[src/rtl/alsu_gen_pkg.sv]
// Shared opcode and FSM state types for the generic ALSU, plus the
// invalid-operation rule used by both the request decode and the result path.
package alsu_gen_pkg;

  typedef enum logic [2:0] {
    OR       = 3'd0,
    XOR      = 3'd1,
    ADD      = 3'd2,
    MULT     = 3'd3,
    SHIFT    = 3'd4,
    ROTATE   = 3'd5,
    INVALID6 = 3'd6,
    INVALID7 = 3'd7
  } opcode_e;

  typedef enum logic [1:0] {
    IDLE = 2'd0,
    MUL  = 2'd1,
    DONE = 2'd2
  } state_e;

  // Reduction flags only make sense for OR/XOR; anything above XOR with them set is rejected.
  function automatic logic is_invalid(opcode_e op, logic red_a, logic red_b);
    return (op == INVALID6) || (op == INVALID7) || ((red_a | red_b) && (op > XOR));
  endfunction

endpackage

[src/rtl/alsu_gen_if.sv]
// Request/response bundle between the operand front end and the ALSU;
// the front end is the master, the ALSU the slave.
interface alsu_gen_if #(
  parameter int WIDTH     = 8,
  parameter int LED_WIDTH = 16
);
  import alsu_gen_pkg::*;

  logic                      in_valid;
  logic                      in_ready;
  opcode_e                   opcode;
  logic signed [WIDTH-1:0]   A;
  logic signed [WIDTH-1:0]   B;
  logic                      cin;
  logic                      red_op_A;
  logic                      red_op_B;
  logic                      bypass_A;
  logic                      bypass_B;
  logic                      direction;
  logic                      serial_in;
  logic                      out_valid;
  logic signed [2*WIDTH-1:0] out;
  logic [LED_WIDTH-1:0]      leds;

  modport master (
    output in_valid, opcode, A, B, cin, red_op_A, red_op_B,
           bypass_A, bypass_B, direction, serial_in,
    input  in_ready, out_valid, out, leds
  );

  modport slave (
    input  in_valid, opcode, A, B, cin, red_op_A, red_op_B,
           bypass_A, bypass_B, direction, serial_in,
    output in_ready, out_valid, out, leds
  );

endinterface

[src/rtl/alsu_seq_mult.sv]
// Sequential signed multiplier: captures magnitudes on start, performs one
// shift-add step per cycle for WIDTH cycles, and applies the sign at the output.
module alsu_seq_mult #(
  parameter int WIDTH = 8
) (
  input  logic                      clk,
  input  logic                      rst,
  input  logic                      start_i,
  input  logic signed [WIDTH-1:0]   a_i,
  input  logic signed [WIDTH-1:0]   b_i,
  output logic                      busy_o,
  output logic                      done_o,
  output logic signed [2*WIDTH-1:0] product_o
);

  localparam int CW = $clog2(WIDTH + 1);

  logic [2*WIDTH-1:0] mcand_q;
  logic [2*WIDTH-1:0] acc_q;
  logic [WIDTH-1:0]   mplier_q;
  logic [CW-1:0]      cnt_q;
  logic               neg_q;
  logic               busy_q;
  logic [WIDTH-1:0]   mag_a;
  logic [WIDTH-1:0]   mag_b;

  // The most negative operand still fits as an unsigned WIDTH-bit magnitude.
  assign mag_a = a_i[WIDTH-1] ? -a_i : a_i;
  assign mag_b = b_i[WIDTH-1] ? -b_i : b_i;

  always_ff @(posedge clk or negedge rst) begin
    if (!rst) begin
      mcand_q  <= '0;
      acc_q    <= '0;
      mplier_q <= '0;
      cnt_q    <= '0;
      neg_q    <= 1'b0;
      busy_q   <= 1'b0;
    end else if (start_i) begin
      mcand_q  <= {{WIDTH{1'b0}}, mag_a};
      acc_q    <= '0;
      mplier_q <= mag_b;
      cnt_q    <= '0;
      neg_q    <= a_i[WIDTH-1] ^ b_i[WIDTH-1];
      busy_q   <= 1'b1;
    end else if (busy_q) begin
      if (mplier_q[0]) acc_q <= acc_q + mcand_q;
      mcand_q  <= mcand_q << 1;
      mplier_q <= mplier_q >> 1;
      cnt_q    <= cnt_q + CW'(1);
      if (done_o) busy_q <= 1'b0;
    end
  end

  assign busy_o    = busy_q;
  assign done_o    = busy_q && (cnt_q == CW'(WIDTH - 1));
  assign product_o = neg_q ? -acc_q : acc_q;

endmodule

[src/rtl/alsu_gen.sv]
// Handshaked parametrised ALSU: single-cycle logic/arith/shift ops, a
// multi-cycle MULT under an IDLE/MUL/DONE FSM, and a blinking invalid indicator.
module alsu_gen #(
  parameter int    WIDTH          = 8,
  parameter string INPUT_PRIORITY = "A",
  parameter string FULL_ADDER     = "ON",
  parameter int    LED_WIDTH      = 16,
  parameter int    BLINK_CYCLES   = 4
) (
  input logic       clk,
  input logic       rst,
  alsu_gen_if.slave bus
);
  import alsu_gen_pkg::*;

  localparam int RW      = 2 * WIDTH;
  localparam bit PRIO_A  = (INPUT_PRIORITY == "A");
  localparam bit USE_CIN = (FULL_ADDER == "ON");
  localparam int BCW     = (BLINK_CYCLES > 1) ? $clog2(BLINK_CYCLES) : 1;

  state_e               state_q, state_d;
  logic                 pend_q;
  opcode_e              opc_q;
  logic [WIDTH-1:0]     a_q, b_q;
  logic                 cin_q, red_a_q, red_b_q, byp_a_q, byp_b_q, dir_q, sin_q;
  logic [RW-1:0]        out_q, out_d;
  logic                 out_valid_q, out_valid_d;
  logic [LED_WIDTH-1:0] leds_q, leds_d;
  logic                 flag_q, flag_d;
  logic [BCW-1:0]       cnt_q, cnt_d;
  logic                 accept, mult_start, mul_busy, mul_done;
  logic signed [RW-1:0] mul_product;
  logic [RW-1:0]        sext_a, sext_b, res_c;
  logic [WIDTH-1:0]     red_src;
  logic                 invalid_c, wr_invalid;

  assign bus.in_ready = (state_q == IDLE) && !mul_busy;
  assign accept       = bus.in_valid && bus.in_ready;
  assign mult_start   = accept && (bus.opcode == MULT) && !(bus.bypass_A || bus.bypass_B)
                        && !is_invalid(bus.opcode, bus.red_op_A, bus.red_op_B);

  alsu_seq_mult #(.WIDTH(WIDTH)) u_mult (
    .clk       (clk),
    .rst       (rst),
    .start_i   (mult_start),
    .a_i       (bus.A),
    .b_i       (bus.B),
    .busy_o    (mul_busy),
    .done_o    (mul_done),
    .product_o (mul_product)
  );

  always_ff @(posedge clk or negedge rst) begin
    if (!rst) state_q <= IDLE;
    else      state_q <= state_d;
  end

  always_comb begin
    state_d = state_q;
    case (state_q)
      IDLE:    if (mult_start) state_d = MUL;
      MUL:     if (mul_done) state_d = DONE;
      DONE:    state_d = IDLE;
      default: state_d = IDLE;
    endcase
  end

  // Every accepted request is captured; pend_q marks a single-cycle result due next edge.
  always_ff @(posedge clk or negedge rst) begin
    if (!rst) begin
      pend_q  <= 1'b0;
      opc_q   <= OR;
      a_q     <= '0;
      b_q     <= '0;
      cin_q   <= 1'b0;
      red_a_q <= 1'b0;
      red_b_q <= 1'b0;
      byp_a_q <= 1'b0;
      byp_b_q <= 1'b0;
      dir_q   <= 1'b0;
      sin_q   <= 1'b0;
    end else begin
      pend_q <= accept && !mult_start;
      if (accept) begin
        opc_q   <= bus.opcode;
        a_q     <= bus.A;
        b_q     <= bus.B;
        cin_q   <= bus.cin;
        red_a_q <= bus.red_op_A;
        red_b_q <= bus.red_op_B;
        byp_a_q <= bus.bypass_A;
        byp_b_q <= bus.bypass_B;
        dir_q   <= bus.direction;
        sin_q   <= bus.serial_in;
      end
    end
  end

  assign sext_a    = {{WIDTH{a_q[WIDTH-1]}}, a_q};
  assign sext_b    = {{WIDTH{b_q[WIDTH-1]}}, b_q};
  assign red_src   = (red_a_q && (!red_b_q || PRIO_A)) ? a_q : b_q;
  assign invalid_c = !(byp_a_q || byp_b_q) && is_invalid(opc_q, red_a_q, red_b_q);

  always_comb begin
    res_c = '0;
    if (byp_a_q && byp_b_q) res_c = PRIO_A ? sext_a : sext_b;
    else if (byp_a_q)       res_c = sext_a;
    else if (byp_b_q)       res_c = sext_b;
    else if (!invalid_c) begin
      case (opc_q)
        OR:      res_c = (red_a_q || red_b_q) ? {{(RW-1){1'b0}}, |red_src} : (sext_a | sext_b);
        XOR:     res_c = (red_a_q || red_b_q) ? {{(RW-1){1'b0}}, ^red_src} : (sext_a ^ sext_b);
        ADD:     res_c = sext_a + sext_b + {{(RW-1){1'b0}}, cin_q & USE_CIN};
        SHIFT:   res_c = dir_q ? {out_q[RW-2:0], sin_q} : {sin_q, out_q[RW-1:1]};
        ROTATE:  res_c = dir_q ? {out_q[RW-2:0], out_q[RW-1]} : {out_q[0], out_q[RW-1:1]};
        default: res_c = '0;
      endcase
    end
  end

  // A result edge re-arms or clears the indicator; otherwise the flag drives the blink.
  always_comb begin
    out_d       = out_q;
    out_valid_d = 1'b0;
    wr_invalid  = 1'b0;
    leds_d      = leds_q;
    flag_d      = flag_q;
    cnt_d       = cnt_q;
    if (state_q == DONE) begin
      out_d       = mul_product;
      out_valid_d = 1'b1;
    end else if (pend_q) begin
      out_d       = res_c;
      out_valid_d = 1'b1;
      wr_invalid  = invalid_c;
    end
    if (out_valid_d) begin
      flag_d = wr_invalid;
      leds_d = wr_invalid ? '1 : '0;
      cnt_d  = '0;
    end else if (flag_q) begin
      if (cnt_q == BCW'(BLINK_CYCLES - 1)) begin
        leds_d = ~leds_q;
        cnt_d  = '0;
      end else begin
        cnt_d = cnt_q + BCW'(1);
      end
    end
  end

  always_ff @(posedge clk or negedge rst) begin
    if (!rst) begin
      out_q       <= '0;
      out_valid_q <= 1'b0;
      leds_q      <= '0;
      flag_q      <= 1'b0;
      cnt_q       <= '0;
    end else begin
      out_q       <= out_d;
      out_valid_q <= out_valid_d;
      leds_q      <= leds_d;
      flag_q      <= flag_d;
      cnt_q       <= cnt_d;
    end
  end

  assign bus.out       = out_q;
  assign bus.out_valid = out_valid_q;
  assign bus.leds      = leds_q;

endmodule
[src/flat_wrapper.sv]
// flat-port wrapper written by rule: the top's interface ports become plain ports
module alsu_gen_flat import alsu_gen_pkg::*;
#(
  parameter int    WIDTH          = 8,
  parameter string INPUT_PRIORITY = " ",
  parameter string FULL_ADDER     = "  ",
  parameter int    LED_WIDTH      = 16,
  parameter int    BLINK_CYCLES   = 4
)
  (clk, rst, bus_in_valid, bus_opcode, bus_A, bus_B, bus_cin, bus_red_op_A, bus_red_op_B, bus_bypass_A, bus_bypass_B, bus_direction, bus_serial_in, bus_in_ready, bus_out_valid, bus_out, bus_leds);
  alsu_gen_if #(.WIDTH(WIDTH), .LED_WIDTH(LED_WIDTH)) bus_i ();
  input logic clk;
  input logic rst;
  input wire logic [$bits(bus_i.in_valid)-1:0] bus_in_valid;
  input wire logic [$bits(bus_i.opcode)-1:0] bus_opcode;
  input wire logic [$bits(bus_i.A)-1:0] bus_A;
  input wire logic [$bits(bus_i.B)-1:0] bus_B;
  input wire logic [$bits(bus_i.cin)-1:0] bus_cin;
  input wire logic [$bits(bus_i.red_op_A)-1:0] bus_red_op_A;
  input wire logic [$bits(bus_i.red_op_B)-1:0] bus_red_op_B;
  input wire logic [$bits(bus_i.bypass_A)-1:0] bus_bypass_A;
  input wire logic [$bits(bus_i.bypass_B)-1:0] bus_bypass_B;
  input wire logic [$bits(bus_i.direction)-1:0] bus_direction;
  input wire logic [$bits(bus_i.serial_in)-1:0] bus_serial_in;
  output wire logic [$bits(bus_i.in_ready)-1:0] bus_in_ready;
  output wire logic [$bits(bus_i.out_valid)-1:0] bus_out_valid;
  output wire logic [$bits(bus_i.out)-1:0] bus_out;
  output wire logic [$bits(bus_i.leds)-1:0] bus_leds;
  assign bus_i.in_valid = bus_in_valid;
  assign bus_i.opcode = bus_opcode;
  assign bus_i.A = bus_A;
  assign bus_i.B = bus_B;
  assign bus_i.cin = bus_cin;
  assign bus_i.red_op_A = bus_red_op_A;
  assign bus_i.red_op_B = bus_red_op_B;
  assign bus_i.bypass_A = bus_bypass_A;
  assign bus_i.bypass_B = bus_bypass_B;
  assign bus_i.direction = bus_direction;
  assign bus_i.serial_in = bus_serial_in;
  assign bus_in_ready = bus_i.in_ready;
  assign bus_out_valid = bus_i.out_valid;
  assign bus_out = bus_i.out;
  assign bus_leds = bus_i.leds;
  alsu_gen #(.WIDTH(WIDTH), .INPUT_PRIORITY(INPUT_PRIORITY), .FULL_ADDER(FULL_ADDER), .LED_WIDTH(LED_WIDTH), .BLINK_CYCLES(BLINK_CYCLES)) u_core (.clk(clk), .rst(rst), .bus(bus_i));
endmodule
[config.mk]
export PLATFORM = sky130hd
export DESIGN_NAME = alsu_gen_flat
export DESIGN_NICKNAME = d
export VERILOG_FILES = /design/src/rtl/alsu_gen_pkg.sv /design/src/rtl/alsu_gen_if.sv /design/src/rtl/alsu_seq_mult.sv /design/src/rtl/alsu_gen.sv /design/src/flat_wrapper.sv
export SDC_FILE = /design/constraint.sdc
export NUM_CORES = 1
export LEC_CHECK = 0
export ABC_AREA = 0
export CORE_ASPECT_RATIO = 0.9
export CORE_MARGIN = 8
export CORE_UTILIZATION = 30
export DETAILED_ROUTE_END_ITERATION = 7
export SLEW_MARGIN = 5
export SYNTH_ARGS = -nofsm -noshare
export SYNTH_HDL_FRONTEND = slang
export SYNTH_SLANG_ARGS = --single-unit
[constraint.sdc]
create_clock -name clk -period 4.8 [get_ports clk]
set_input_delay 0.96 -clock clk [delete_from_list [all_inputs] [get_ports clk]]
set_output_delay 0.96 -clock clk [all_outputs]
set_load 0.02 [all_outputs]
# Word-level counts from Yosys, hierarchy flattened
# Cells that the tools add are included.
# word_totals
romBits	0
word_cells	130
latchBits	0
register_bits	110
mem_count	0
ram_bits	0
# classes
muxes	41
bitwise_logic	6
div	0
n_mul	0
magnitude_cmp	2
shifts	0
n_addsub	7
eq_ne	15
n_reduce_logical	37
# op_table
operator	count
2-to-1 mux 16 bit	20
case mux 16 bit (5 select lines)	1
2-to-1 mux 8 bit	5
== test 3 bit, second input constant	6
adder 16 bit	1
negator 16 bit	1
negator 8 bit	2
NOT 16 bit	1
OR 16 bit	1
XOR 16 bit	1
logical AND 1 bit	12
2-to-1 mux 2 bit	5
nonzero test 2 bit	5
adder 8 x 8 -> 9 bit	1
2-to-1 mux 4 bit	2
OR reduction 8 bit	1
parity 8 bit	1
logical OR 1 bit	7
2-to-1 mux 1 bit	7
== test 3 x 2 -> 1 bit, second input constant	2
> comparator 3 x 1 -> 1 bit, second input constant	2
logical NOT 1 bit	6
AND reduction 2 bit	3
adder 4 x 1 -> 4 bit, second input constant	1
11 further kinds	14

# Logic depth before layout (Yosys ltp)
# Gate-level depths: netlist of run 1.
# logic_depth
ltp_word	12
mapped_depth	13
mapped_depth_nobuf	11

# By module
# Synthesis of run 1 repeated with hierarchy kept, for this count alone.
# hier_totals
cells_unflattened	846
area_unflattened_um2	7513.5
# by_module_without_submodules
mod	cells_each	seq_area_each_um2	n_inst	area_per_inst_um2
alsu_gen	464	1601.5	1	4161.5
alsu_seq_mult	382	1151.1	1	3352.0

# Least setup slack after synthesis of run 1
# OpenSTA, ideal clock, no wires.
# synth_path
path_kind	reg-to-reg
startpoint	register u_core.red_a_q
endpoint	register u_core.out_q[0], in the netlist u_core.bus.out[0]
n_path_buf	2
setup_time_ns	0.140
arrival_time_ns	2.513
path_stages_with_launch	13
slack_ns	2.147
path_cell_list	dfrtp_1 -> nand2b_1 -> clkbuf_1 -> clkbuf_1 -> a21oi_1 -> ha_1 -> xor2_1 -> xnor2_1 -> mux4_2 -> nand2_1 -> a21oi_1 -> a2111oi_0 -> a211oi_1
# synth_via
elab_chain_len	11
word_cells_on_any_way	18
classes_between	mux (10); bitwise (1); reduce/logical (7)
# synth_lines
item	line_no	source
start, declared	alsu_gen.sv:25	logic cin_q, red_a_q, red_b_q, byp_a_q, byp_b_q, dir_q, sin_q;
start signal, assigned	alsu_gen.sv:89	red_a_q <= bus.red_op_A;
logical AND 1 bit	alsu_gen.sv:101	assign red_src = (red_a_q && (!red_b_q || PRIO_A)) ? a_q : b_q;
2-to-1 mux 8 bit	alsu_gen.sv:101	
parity 8 bit / OR reduction 8 bit (equally long branches)	alsu_gen.sv:112, alsu_gen.sv:111	
2-to-1 mux 16 bit, on equally long branches	alsu_gen.sv:112, alsu_gen.sv:111	
case mux 16 bit (5 select lines)	alsu_gen.sv:110	case (opc_q)
2-to-1 mux 16 bit *	alsu_gen.sv:109	else if (!invalid_c) begin
2-to-1 mux 16 bit *	alsu_gen.sv:108	else if (byp_b_q) res_c = sext_b;
2-to-1 mux 16 bit *	alsu_gen.sv:107	else if (byp_a_q) res_c = sext_a;
2-to-1 mux 16 bit *	alsu_gen.sv:106	if (byp_a_q && byp_b_q) res_c = PRIO_A ? sext_a : sext_b;
2-to-1 mux 16 bit *	alsu_gen.sv:132	end else if (pend_q) begin
2-to-1 mux 16 bit *	alsu_gen.sv:129	if (state_q == DONE) begin
end signal, assigned	alsu_gen.sv:159	out_q <= out_d;
end, declared	alsu_gen.sv:26	logic [RW-1:0] out_q, out_d;
# Every way passes the cells marked *; elsewhere a longest branch is shown, timed or not. The select of a mux whose other input is x is not followed.
# A chain may end at the register's enable or synchronous reset.

# Worst setup path in the final report of run 1
# layout_path
startpoint	input port bus_red_op_B
endpoint	register u_core.u_mult.acc_q[3]
# layout_via
elab_chain_len	7
word_cells_on_any_way	9
classes_between	mux (1); bitwise (1); reduce/logical (7)
# layout_lines
item	line_no	source
start, declared	flat_wrapper.sv:20	input wire logic [$bits(bus_i.red_op_B)-1:0] bus_red_op_B;
OR 1 bit *	alsu_gen_pkg.sv:24	return (op == INVALID6) || (op == INVALID7) || ((red_a | red_b) && (op > XOR));
logical AND 1 bit *	alsu_gen_pkg.sv:24	
logical OR 1 bit *	alsu_gen_pkg.sv:24	
logical NOT 1 bit *	alsu_gen.sv:40	&& !is_invalid(bus.opcode, bus.red_op_A, bus.red_op_B);
logical AND 1 bit *	alsu_gen.sv:40	
nonzero test 2 bit (no line)	-	
AND reduction 2 bit (no line)	-	
end signal, assigned	alsu_seq_mult.sv:47	if (mplier_q[0]) acc_q <= acc_q + mcand_q;
end, declared	alsu_seq_mult.sv:19	logic [2*WIDTH-1:0] acc_q;
# Every way passes the cells marked *; elsewhere a longest branch is shown, timed or not.

==> results of run 1 <==
-- power breakdown --
| part | switching (mW) | internal [mW] | total, mW |
|---|---|---|---|
| Sequential | 0.345 | 1.19 | 1.54 |
| Clock | 0.357 | 0.353 | 0.710 |
| Combinational | 0.972 | 0.870 | 1.84 |
| Total | 1.67 | 2.42 | 4.09 |
-- layer usage --
| layer | global-route usage [%] | vias to the layer above | part of all wire, % |
|---|---|---|---|
| met5 | 0 | - | 0 |
| met4 | 3.03 | 0 | 1.3 |
| met3 | 2.30 | 20 | 4.7 |
| met2 | 20.6 | 118 | 45 |
| met1 | 18.0 | 2735 | 49 |
| li1 | - | 2853 | - |
-- kinds of logic (layout without fill, tap and decap cells) --
kind of cell    count (synthesis)  count (layout)
buf+inv                        74             113
flops                         110             110
fa+ha+maj                      43              43
simple gates                  229             229
compound gates                222             222
xor+xnor                       47              47
mux                            53              53
-- how the worst min path moves through the flow --
| stage | start | endpoint | cells after the start |
|---|---|---|---|
| CTS | u_core.u_mult.mplier_q[2]$_DFFE_PN0P_ | u_core.u_mult.mplier_q[1]$_DFFE_PN0P_ | 2 |
| finish | u_core.u_mult.mplier_q[2]$_DFFE_PN0P_ | u_core.u_mult.mplier_q[1]$_DFFE_PN0P_ | 2 |
| global route | u_core.u_mult.acc_q[15]$_DFFE_PN0P_ | u_core.u_mult.acc_q[15]$_DFFE_PN0P_ | 1 |
| floorplan | u_core.u_mult.mplier_q[2]$_DFFE_PN0P_ | u_core.u_mult.mplier_q[1]$_DFFE_PN0P_ | 2 |
| global placement | u_core.u_mult.mplier_q[2]$_DFFE_PN0P_ | u_core.u_mult.mplier_q[1]$_DFFE_PN0P_ | 2 |
| detailed placement | u_core.u_mult.mplier_q[2]$_DFFE_PN0P_ | u_core.u_mult.mplier_q[1]$_DFFE_PN0P_ | 2 |
-- area by class of cell --
cell class                      instances  area, sq um
Fill cell                            2345        15100
Multi-Input combinational cell        594         4010
Sequential cell                       110         2750
Timing Repair Buffer                   68          661
Tap cell                              302          378
Clock buffer                            9          225
Inverter                               30          113
Clock inverter                          6         47.5
-- layout by cell type (no fill, tap or decap), drive strengths merged, types with 9 or more instances in the layout --
| cell type | Yosys | final |
|---|---|---|
| nor2 | 56 | 56 |
| o211ai | 25 | 25 |
| nand2 | 87 | 87 |
| clkdlybuf4s50 | 0 | 60 |
| dfrtp | 110 | 110 |
| inv | 30 | 31 |
| nor3 | 14 | 14 |
| o21a | 20 | 20 |
| mux2 | 16 | 16 |
| a21oi | 50 | 50 |
| o21ai | 75 | 75 |
| xor2 | 15 | 15 |
| xnor2 | 32 | 32 |
| ha | 40 | 40 |
| mux2i | 36 | 36 |
| nand2b | 12 | 12 |
| nand3 | 19 | 19 |
| o31ai | 10 | 10 |
| clkbuf | 42 | 9 |
-- per-stage QoR --
stage | hold WS (ns) | util (%) | power (mW) | cells
2_1_floorplan | 0.458 | - | 2.76 | 778
3_3_place_gp | 0.482 | 34.0 | 3.37 | 1104
3_5_place_dp | 0.488 | 34.0 | 3.40 | 1104
4_1_cts | 0.511 | 35.2 | 4.13 | 1119
5_1_grt | 0.529 | 35.2 | 4.40 | 1119
6_report | 0.501 | 35.2 | 4.09 | 1119
-- flip-flops by register name (all words and copies together) (netlist names), 2 cells and up --
name,cells
u_core.bus.out,16
u_core.u_mult.mcand_q,16
u_core.state_q,2
u_core.b_q,8
u_core.cnt_q,2
u_core.u_mult.cnt_q,4
u_core.u_mult.acc_q,16
u_core.opc_q,3
u_core.bus.leds,16
u_core.u_mult.mplier_q,8
u_core.a_q,8
-- critical path: cells and delay by family --
| kind | cells | cell delay (ns) |
|---|---|---|
| buffers and inverters | 2 | 0.74 |
| and+or+nand+nor | 2 | 1.33 |
| AOI/OAI and AO/OA | 1 | 0.08 |
==> reports/qor.txt, run 1 <==
Post-route cell area - 8190 sq um
Routed Antenna Nets - 0
Largest family of logic cells by synthesized area - compound AO/OA/AOI/OAI gates
H-Tree Level Count - 3
DR pass1 iterations - 6
Crit-path max FO - 31
Worst Path Arrival - 3.13 ns
Tmin final - 2.93 ns
Async SR Flop Fraction - 100%
Grt ovf - 0
Initial Util - 30.4%
Worst path slowest cell - and4_1
Final Hold Vio Count - 0
Worst skew pair latency - 0.36 ns
Share of cells above drive strength 1 - 6.00%
Area share of fa/ha/maj cells after synthesis - 7.77%
Status - finished clean
Clock Skews - 0.00705 ns
Worst Setup EP - u_core.u_mult.acc_q[3]$_DFFE_PN0P_
Leakage - 3.32 nW
Cell area after synthesis - 7080 sq um
Drt first-iter violations - 350
First-pass GRT wire length - 30100 microns
Max-slew violations - 0
Resized cells post-CTS - 0
Critical path endpoint category - flip-flop
Final WS setup - 1.87 ns
Syn. warnings - 0
Compound-Gate Fraction of Synth Area - 19.9%
Worst VDD drop - 0.301 mV
Yosys top cell by area - dfrtp_1
Hold Path Class - flip-flop to flip-flop
Most frequent cells after synthesis - dfrtp_1, nand2_1, o21ai_0
HPWL after detailed placement - 13700 microns
Site row count - 53
Largest net degree at the start of global routing - 47
CP Launch Point - bus_red_op_B
Max incr delay on CP - 0.91 ns
CTS tree - built
Vias in the first global route - 5675
Most frequent cell after synthesis - dfrtp_1
Top_reg_cell synth - dfrtp_1
Flop2flop setup slack - 1.91 ns
Synth top area cells - dfrtp_1, ha_1, o21ai_0, mux2i_1, nand2_1
Final setup violation count - 0
# diodes - 0
Worst reg2reg startpoint - u_core.red_b_q$_DFFE_PN0P_
Post-synthesis sequential area ratio - 38.9%
Via density per instance - 5.12
Nets@finish - 884
Fmax - 341 MHz
Register bit count reported by yosys - 110
Mux contribution to synthesized area - 7.95%
Final wirelength - 18400 microns
Startpoint Class - input pin
Synth top area share - 38.9%
Power per cell area - 499 nW/um^2
Setup_tns - 0 ns
Number of flops mapped to enable cells by yosys - 0
Post-CTS setup buffer count - 0
Unique masters post-synth - 57
Core ar. - 23300 sq um
Antenna violations before repair - 0
Post-Synth XOR/XNOR Area - 5.81%
CP cell instances - clkdlybuf4s50_1, nor4b_1, and4_1, buf_4, o32ai_1
Number of CTS-inserted buffers - 9
RSZ-0062 raised after global routing - false
Worst EP required - 5.00 ns
Critical path class - input pin to flip-flop
Post-Synth Simple-Gate Area - 15.2%
Reg-to-reg endpoint - u_core.bus.out[0]$_DFFE_PN0N_
Die span in x - 178 microns
Sink Count - 110
Max Root-Sink Buffers - 2
DRC - 0
Actual slew at the worst max-slew pin - 1.13 ns
Root Driver - clkbuf_16
Die Y - 162 microns
Routed WL per cell - 16.5 microns
Area growth, synth to finish - 15.6%
All-Layer GR Usage - 13.0%
Die area - 28800 sq um
IO Pins - 63
Avg Cell Area, Syn - 9.10 sq um
Routability congestion estimate - 0.817
Max-cap violations - 0
CTS Hold Bufs - 0
Place WS - 1.45 ns
Syn Inst Count - 778
Slew headroom - 24.2%
Syn Nets - 849
Number of port buffers - 61
Vias - 5726
Clock transition at path regs - 0.07 ns
Area after DPL - 7910 sq um
Tcrit/Tclk final - 61.1%
Worst reg2reg path depth - 11
(Power assumes the default switching activity.)
==> run 2: changes to the inputs <==
==> constraint.sdc (replaced) <==
create_clock -name clk -period 2.8 [get_ports clk]
set_input_delay 0.56 -clock clk [delete_from_list [all_inputs] [get_ports clk]]
set_output_delay 0.56 -clock clk [all_outputs]
set_load 0.02 [all_outputs]
==> reports/qor.txt, run 2 (synthesis gave the netlist of run 1 again) <==
Status - finished clean
Worst VDD drop - 0.391 mV
Power per cell area - 857 nW/um^2
Cell Count, Final, Fillers Out - 1135
Area after DPL - 8060 sq um
Vias - 5811
Worst reg2reg startpoint - u_core.red_b_q$_DFFE_PN0P_
CP top delay family - multiplexers
Max-cap violations - 0
Worst EP required - 3.05 ns
Sink Count - 110
Clock Skews - 0.00882 ns
CTS Hold Bufs - 0
Die span in x - 178 microns
Drt first-iter violations - 311
Flop2flop setup slack - 0.21 ns
Final core utilization - 35.9%
Nets@finish - 899
Leakage - 3.43 nW
Die Y - 162 microns
DRC - 0
Inst Count DP - 1119
CTS tree - built
WHS - 0.172 ns
Setup_tns - 0 ns
Hold Path Class - input pin to asynchronous set/reset pin
Crit path top cell by count - a21oi_1
Worst path slowest cell - mux4_2
Antenna violations before repair - 0
Startpoint Class - flip-flop
Vias in the first global route - 5686
# diodes - 0
HPWL after detailed placement - 14100 microns
Actual slew at the worst max-slew pin - 0.767 ns
Max Root-Sink Buffers - 2
Number of fill cells in the layout - 2363
Initial Util - 30.4%
Critical path class - flip-flop to flip-flop
Core ar. - 23300 sq um
Max-slew violations - 0
Fmax - 386 MHz
RSZ-0062 raised after global routing - false
Routed Antenna Nets - 0
Post-CTS setup buffer count - 0
IO Pins - 63
Clock transition at path regs - 0.08 ns
Share of cells above drive strength 1 - 8.40%
Post-route cell area - 8370 sq um
Worst reg2reg path depth - 12
Final wirelength - 18900 microns
Root Driver - clkbuf_16
Site row count - 53
All-Layer GR Usage - 13.4%
Worst Path Buf+Inv - 1
Tcrit/Tclk final - 92.5%
Largest net degree at the start of global routing - 54
Max incr delay on CP - 0.49 ns
Final setup violation count - 0
Die area - 28800 sq um
H-Tree Level Count - 3
Routability congestion estimate - 0.867
Commonest non-fill, non-tap cells in the layout - dfrtp_1, nand2_1, o21ai_0, clkdlybuf4s50_1, nor2_1
Grt ovf - 0
Worst skew pair latency - 0.36 ns
Routed WL per cell - 16.7 microns
DR pass1 iterations - 5
Number of CTS-inserted buffers - 9
Crit-path max FO - 8
Worst Path Arrival - 2.84 ns
First-pass GRT wire length - 30900 microns
Reg-to-reg endpoint - u_core.bus.out[0]$_DFFE_PN0N_
Area growth, synth to finish - 18.1%
Most common cell after layout, fill and taps aside - dfrtp_1
Final Hold Vio Count - 0
Slew headroom - 48.8%
Number of port buffers - 61
Via density per instance - 5.12
Critical path endpoint category - flip-flop
Tmin final - 2.59 ns
CP cell instances - nand2b_4, nor2_1, a21oi_1, ha_1, xor2_1, xnor2_1, mux4_2, nand2_2, a21oi_1, a2111oi_2, buf_4, a211oi_1
run 2: worst register-to-register path, stage by stage (launching register included):
cell       delay [ns]
dfrtp_1          0.41
nand2b_4         0.19
nor2_1           0.10
a21oi_1          0.05
ha_1             0.32
xor2_1           0.18
xnor2_1          0.12
mux4_2           0.49
nand2_2          0.08
a21oi_1          0.07
a2111oi_2        0.27
buf_4            0.16
a211oi_1         0.03
run 2: final cells by class:
type	count	area [sq um]	area share [%]
Sequential cell	110	2750	32.9
Tap cell	302	378	4.52
Inverter	30	113	1.35
Multi-Input combinational cell	595	4050	48.4
Timing Repair Buffer	82	791	9.45
Clock buffer	9	225	2.69
Clock inverter	7	58.8	0.703
run 2: worst max path at each step:
stage	cells past startpoint	startpoint	end	slack (ns)
after floorplan	12	u_core.red_a_q$_DFFE_PN0P_	u_core.bus.out[0]$_DFFE_PN0N_	0.15
after global placement	13	u_core.red_b_q$_DFFE_PN0P_	u_core.bus.out[0]$_DFFE_PN0N_	0.13
after detailed placement	13	u_core.red_b_q$_DFFE_PN0P_	u_core.bus.out[0]$_DFFE_PN0N_	0.1
after CTS	13	u_core.red_b_q$_DFFE_PN0P_	u_core.bus.out[0]$_DFFE_PN0N_	0.08
after global routing	12	u_core.red_b_q$_DFFE_PN0P_	u_core.bus.out[0]$_DFFE_PN0N_	0.03
final	12	u_core.red_b_q$_DFFE_PN0P_	u_core.bus.out[0]$_DFFE_PN0N_	0.21
run 2: repair_timing:
action,CTS,global route
endpoints found under the setup margin,0,1
gates resized for setup,0,7
endpoints found under the hold margin,0,0
run 2: layer usage:
metal	track usage, %	share of wire (%)	vias up
li1	-	-	2881
met1	18.6	48	2783
met2	20.8	45	128
met3	2.58	5.1	19
met4	3.86	1.6	0
met5	0	0	-
run 2: metrics by stage:
| stage | setup WS, ns | power (mW) |
|---|---|---|
| global route | 0.0331 | 7.73 |
| finish | 0.211 | 7.17 |
| global placement | 0.131 | 5.85 |
| CTS | 0.0800 | 7.20 |
| floorplan | 0.147 | 4.73 |
| detailed placement | 0.0995 | 5.90 |
run 2: power by group:
| part | leakage (nW) | internal, mW | switching (mW) | total [mW] |
|---|---|---|---|---|
| Combinational | 1.94 | 1.56 | 1.74 | 3.31 |
| Clock | 0.137 | 0.616 | 0.643 | 1.26 |
| Sequential | 1.35 | 2.04 | 0.561 | 2.61 |
| Total | 3.43 | 4.22 | 2.95 | 7.17 |
